[src/rtl/back_end_mc.sv]
// Multi-channel output back end: shared IDLE/WORK controller, per-channel write strobes, address counters, full and sticky overflow.
// Strobes are combinational with wr (zero latency); addr/count/ovf are registered; a full channel drops writes and flags ovf.
module back_end_mc #(
   parameter int N_CH   = 2,
   parameter int ADDR_W = 10,
   parameter int WRAP   = 0
) (
   input  logic                         aclk,
   input  logic                         areset,
   input  logic                         start,
   input  logic                         done,
   input  logic [N_CH-1:0]              wr,
   input  logic [N_CH*(ADDR_W+1)-1:0]   size,
   output logic [N_CH-1:0]              en,
   output logic [N_CH-1:0]              wren,
   output logic [N_CH*ADDR_W-1:0]       addr,
   output logic [N_CH-1:0]              full,
   output logic [N_CH-1:0]              ovf,
   output logic                         busy,
   output logic [N_CH*(ADDR_W+1)-1:0]   count
);

   localparam int CW = ADDR_W + 1;
   localparam logic [CW-1:0] DEPTH   = {1'b1, {ADDR_W{1'b0}}};
   localparam logic [CW-1:0] CNT_MAX = {CW{1'b1}};

   typedef enum logic {IDLE, WORK} state_t;

   state_t state, state_nxt;
   logic   load;

   always_ff @(posedge aclk or posedge areset) begin
      if (areset) begin
         state <= IDLE;
      end else begin
         state <= state_nxt;
      end
   end

   always_comb begin
      state_nxt = state;
      busy      = 1'b0;
      load      = 1'b0;
      case (state)
         IDLE: begin
            if (start) begin
               state_nxt = WORK;
               load      = 1'b1;
            end
         end
         WORK: begin
            busy = 1'b1;
            if (!start || done) begin
               state_nxt = IDLE;
            end
         end
         default: state_nxt = IDLE;
      endcase
   end

   for (genvar ch = 0; ch < N_CH; ch++) begin : g_ch
      logic [CW-1:0]     size_in;
      logic [CW-1:0]     size_eff;
      logic [CW-1:0]     size_r;
      logic [CW-1:0]     cnt;
      logic [ADDR_W-1:0] ptr;
      logic              full_c;
      logic              acc;
      logic              ovf_r;

      assign size_in = size[ch*CW +: CW];

      // Budgets beyond the buffer depth are clamped; in circular mode 0 means a full buffer.
      always_comb begin
         size_eff = size_in;
         if (size_in > DEPTH) begin
            size_eff = DEPTH;
         end
         if ((WRAP != 0) && (size_in == '0)) begin
            size_eff = DEPTH;
         end
      end

      assign full_c = busy ? ((WRAP != 0) ? 1'b0 : (cnt >= size_r)) : 1'b1;
      assign acc    = busy & wr[ch] & ~full_c;

      always_ff @(posedge aclk or posedge areset) begin
         if (areset) begin
            size_r <= '0;
            cnt    <= '0;
            ptr    <= '0;
            ovf_r  <= 1'b0;
         end else if (load) begin
            size_r <= size_eff;
            cnt    <= '0;
            ptr    <= '0;
            ovf_r  <= 1'b0;
         end else if (busy) begin
            if (acc) begin
               if (cnt != CNT_MAX) begin
                  cnt <= cnt + CW'(1);
               end
               if ({1'b0, ptr} == (size_r - CW'(1))) begin
                  ptr <= '0;
               end else begin
                  ptr <= ptr + ADDR_W'(1);
               end
            end
            if ((WRAP == 0) && wr[ch] && full_c) begin
               ovf_r <= 1'b1;
            end
         end
      end

      assign en[ch]                   = acc;
      assign wren[ch]                 = acc;
      assign full[ch]                 = full_c;
      assign ovf[ch]                  = ovf_r;
      assign addr[ch*ADDR_W +: ADDR_W] = (WRAP != 0) ? ptr : cnt[ADDR_W-1:0];
      assign count[ch*CW +: CW]       = cnt;
   end

endmodule

[config.mk]
export PLATFORM = sky130hd
export DESIGN_NAME = back_end_mc
export DESIGN_NICKNAME = d
export VERILOG_FILES = /design/src/rtl/back_end_mc.sv
export SDC_FILE = /design/constraint.sdc
export NUM_CORES = 1
export LEC_CHECK = 0
export CAP_MARGIN = 25
export CELL_PAD_IN_SITES_DETAIL_PLACEMENT = 0
export CELL_PAD_IN_SITES_GLOBAL_PLACEMENT = 1
export CORE_UTILIZATION = 40
export CTS_CLUSTER_DIAMETER = 30
export DETAILED_ROUTE_END_ITERATION = 8
export PLACE_DENSITY = 0.95
export RECOVER_POWER = 50
export SLEW_MARGIN = 20
export SYNTH_ARGS = -nofsm -noshare
export SYNTH_HDL_FRONTEND = slang
export SYNTH_SLANG_ARGS = --single-unit
[constraint.sdc]
create_clock -name aclk -period 7.32 [get_ports aclk]
set_clock_uncertainty 0.15 [all_clocks]
set_input_delay 1.464 -clock aclk [delete_from_list [all_inputs] [get_ports aclk]]
set_output_delay 1.464 -clock aclk [all_outputs]
set_load 0.01 [all_outputs]
; ---- After elaboration in Yosys (flattened, before gate mapping)
; Cells that the tools add are included.
[word_totals]
register_bits = 47
inputBits = 28
word_cells = 60
[op_classes]
add_sub_neg = 2
order_cmp = 4
n_eq_ne = 2
mux = 23
bitwise_logic = 7
n_reduce_logical = 15
[op_table]
columns = op, count
row1 = 11-bit 2-to-1 mux, 10
row2 = "11-bit by 1-bit adder with 11-bit output, second input constant", 2
row3 = 11-bit greater-or-equal comparator, 2
row4 = "11-bit > comparator, second input constant", 2
row5 = "11-bit inequality test, second input constant", 2
row6 = 2-bit nonzero test, 7
row7 = 1-bit 2-to-1 mux, 12
row8 = 3-bit AND reduction, 2
row9 = 1-bit AND, 4
row10 = 2-bit AND reduction, 2
row11 = 1-bit NOT, 3
row12 = 1-bit logical AND, 2
row13 = 1-bit one-hot mux with 2 select lines, 1
row14 = 1-bit zero test, 1
row15 = 1-bit logical OR, 1

; ---- Logic depth before layout (Yosys ltp)
[depth]
depth_word = 7
depth_mapped = 10
depth_no_buf = 9

; ---- Worst setup path after synthesis
; Ideal clock, no wire load.
[synth_path]
path_type = register to output
start = reg g_ch[1].cnt[7]
end = out full[1]
t_arrival_ns = 1.976
t_required_ns = 5.706
path_slack_ns = 3.730
stages_incl_launch_ff = 9
path_buffers = 2
cell_sequence = dfrtp_1 ha_1 and3_4 a221o_1 a41oi_2 o211a_4 inv_2 buf_2 buf_4
[synth_via]
elab_chain_cells = 2
[synth_rtl]
columns = element, line
row1 = from (decl), 65  ; logic [CW-1:0] cnt;
row2 = from (signal assigned), 101  ; cnt <= cnt + CW'(1);
row3 = 11-bit greater-or-equal comparator, 84  ; assign full_c = busy ? ((WRAP != 0) ? 1'b0 : (cnt >= size_r)) : 1'b1;
row4 = 1-bit 2-to-1 mux, 84
row5 = to (decl), 17  ; output logic [N_CH-1:0] full,
; Every way passes these cells.

; ---- Final worst setup path
[layout_path]
start = in start
end = reg g_ch[0].size_r[10]
[layout_via]
elab_chain_cells = 2
[layout_rtl]
columns = element, line
row1 = from (decl), 10  ; input logic start,
row2 = 1-bit 2-to-1 mux, 46  ; if (start) begin
row3 = 1-bit 2-to-1 mux, 44  ; case (state)
row4 = to (signal assigned), 94  ; size_r <= size_eff;
row5 = to (decl), 64  ; logic [CW-1:0] size_r;
; Every way passes these cells.
; A chain may end at the register's enable or synchronous reset.

==> results.py <==
metrics = {
    "outcome": {
        "status": "finished with violations",
        "violations": "max-capacitance violations, max-slew violations",
    },
    "route": {
        "wl_met1_mm": 3.15,
        "met3WireLength_um": 319,
        "top_layer": "met4",
        "vias": 2593,
        "drtAntennaViolNets": 0,
        "routedWlPerCell_um": 15.5,
        "dr_wl_met2_mm": 3.75,
        "drcViolationCount": 0,
        "first_pass_iters": 4,
        "drt_iter0_markers": 76,
        "via_per_inst": 5.48,
        "wl_mm": 7.33,
    },
    "yosys": {
        "yosysWarnings": 0,
        "synth.avg_cell_area_um2": 9.28,
        "synth-async-reset-ratio": 1.00,
        "netlist_area_um2": 3020,
        "ys.flop_type": "dfrtp_1",
        "synth_nets": 377,
        "seq_area_frac_synth": 0.390,
        "yosysTopAreaCellShare": 0.390,
        "ys_types": 39,
        "synth.ff_latch_count": 47,
        "yosys-top-cells-area": "dfrtp_1, ha_1, buf_4",
        "syn_inst": 325,
        "synth_area_leader_cell": "dfrtp_1",
        "synth_edf_count": 0,
    },
    "clocking": {
        "htree_levels": 2,
        "numClockSinks": 47,
        "cts_setup_buffers": 0,
        "root_buffer": "clkbuf_8",
        "clkTransAtPathRegs_ps": 90,
        "cts_resized": 0,
        "cts_inserted_buffers": 5,
        "cts_hold_buf": 0,
        "cts_buffer_depth": 2,
        "cts_tree": "yes",
        "insertion_delay_ps": 300,
    },
    "placement": {
        "gp_congestion": 0.810,
        "place_ws_ps": 2970,
        "hpwl_mm": 5.20,
        "io_buffers": 78,
        "place_area_um2": 3680,
        "dp_cells": 464,
    },
    "pwr": {
        "p_per_area_nw_per_um2": 162,
        "ir_worst_vdd_v": 0.0000771,
        "power_leakage_nw": 1.63,
    },
    "worst_setup_path": {
        "max_stage_delay_ps": 2010,
        "worstReg2RegStart": "state",
        "reg2reg_depth": 2,
        "path_cells": "dlygate4sd3_1 -> nor2b_1 -> o21ai_0",
        "cp-start-kind": "primary input",
        "critPathLaunch": "start",
        "r2r-end": "g_ch[0].size_r[10]",
        "cp-end-kind": "register",
        "r2r_slack_ps": 4000,
        "slowest_stage": "nor2b_1",
        "crit_end": "g_ch[0].size_r[10]",
        "crit_arrival_ps": 4460,
        "cp_max_fo": 43,
        "crit_type": "in2reg",
        "critPathRequiredTime_ps": 7200,
    },
    "timing": {
        "setup_viol": 0,
        "hold_viol": 0,
        "finalSetupTns_ps": 0,
        "timing.fmax_ghz": 0.218,
        "rsz0062_at_grt": "no",
        "worst_pin_slew_ps": 2680,
        "layout_min_cycle_time_ps": 4580,
        "slew_headroom": -0.790,
        "maxSlewViolCount": 92,
        "fin_crit_sh": 0.626,
        "postLayoutSetupSlackWorst_ps": 2740,
    },
    "layout": {
        "synthToLayoutAreaGrowth_pct": 25.3,
        "drive_gt1_frac": 0.0374,
        "multi_input_area_um2": 1480,
        "nFillCells": 693,
        "regArea_um2": 1180,
        "mostFrequentLayoutCell": "clkdlybuf4s50_1",
        "num_antenna_cells": 0,
        "final_area_um2": 3780,
        "finalNetCount": 425,
        "fin_util": 0.521,
        "layout_common_cells": "clkdlybuf4s50_1, dfrtp_1, o21ai_0, ha_1, nand2_1",
        "finalNonFillerCells": 473,
    },
    "floorplan": {
        "top_level_ports": 79,
        "die_height_um": 88.8,
        "dieArea_um2": 7890,
        "placementRows": 31,
        "die_w_um": 88.8,
        "core-area_um2": 7250,
        "initial_utilization": 0.416,
    },
    "min_path": {
        "hp-class": "reg2reg",
    },
    "grt": {
        "grtUsageTotal": 0.196,
        "grt_first_pass_wirelength_mm": 11.7,
        "grt_max_degree": 48,
        "grt_pass1_vias": 2486,
        "overflow": 0,
        "antenna_found_initial": 0,
    },
    "job": {
        "cap_violations": 2,
    },
}
[per-stage QoR]
stage | power [mW] | hold WS (ps)
final | 0.612 | 341
after global routing | 0.643 | 353
after CTS | 0.619 | 338
after detailed placement | 0.419 | 320
after global placement | 0.414 | 315
after floorplan | 0.371 | 293
[flip-flops by register name, indices dropped and copies added (netlist names)]
| register | cells |
|---|---|
| g_ch.size_r | 22 |
| state | 1 |
| g_ch.ovf_r | 2 |
| g_ch.cnt | 22 |
[worst min path at each step]
stage                     depth (start not counted)               from                end  slack [ps]
after detailed placement                          2  g_ch[0].size_r[0]  g_ch[0].size_r[0]         320
after global placement                            2  g_ch[0].size_r[0]  g_ch[0].size_r[0]         310
after floorplan                                   2  g_ch[0].size_r[0]  g_ch[0].size_r[0]         290
after global routing                              2  g_ch[0].size_r[0]  g_ch[0].size_r[0]         350
after CTS                                         2  g_ch[0].size_r[0]  g_ch[0].size_r[0]         340
final                                             2      g_ch[1].ovf_r      g_ch[1].ovf_r         340
[critical path: cells and delay by family]
| kind | cells | cell delay (ps) |
|---|---|---|
| buffers and inverters | 1 | 560 |
| AO/OA/AOI/OAI | 1 | 420 |
| AND/OR/NAND/NOR | 1 | 2010 |
[per-layer routing]
layer / global-route usage / vias up
met2: 0.354 / 75
met1: 0.238 / 1259
met5: 0 / -
li1: - / 1249
met3: 0.0373 / 10
met4: 0.0557 / 0
[cells by family (layout without fill, tap and decap cells)]
kind of cell / count (synthesis) / after routing / share of synthesized area
buffers and inverters: 63 / 112 / 0.114
adder cells (fa/ha/maj): 24 / 24 / 0.0995
multiplexers: 4 / 4 / 0.0133
AO/OA/AOI/OAI: 80 / 80 / 0.180
flip-flops: 47 / 47 / 0.390
AND/OR/NAND/NOR: 107 / 107 / 0.203
[cell usage after synthesis (all sizes together) (2+ instances only)]
cell    count
nand3b     14
a41o        2
mux2i       4
nand4       8
a21o        3
and4        2
o21a        6
a21oi      17
o31ai       4
and2        4
buf        29
nand3      17
a22o        6
o21ai      28
nand2      23
o211ai      3
ha         24
inv        24
clkbuf     10
o31a        3
and3        7
or4         4
a41oi       3
dfrtp      47
nor4        6
nor2b       3
nand2b      3
nor3        2
nor2        6
or3         8
[final cells by class]
type                       instances  area share
multi-input combinational        215       0.392
sequential                        47       0.311
tap                               99      0.0328
timing repair buffer              80       0.209
clock inverter                     2     0.00927
inverter                          24      0.0238
clock buffer                       6      0.0219
[where the power goes]
part           switching [mW]  internal [mW]  leakage (nW)  total (mW)
clock                  0.0900          0.111        0.0612       0.201
combinational          0.0659         0.0572         0.939       0.123
sequential             0.0112          0.277         0.629       0.289
total                   0.167          0.445          1.63       0.612
Power figures use the tool's default switching activity.
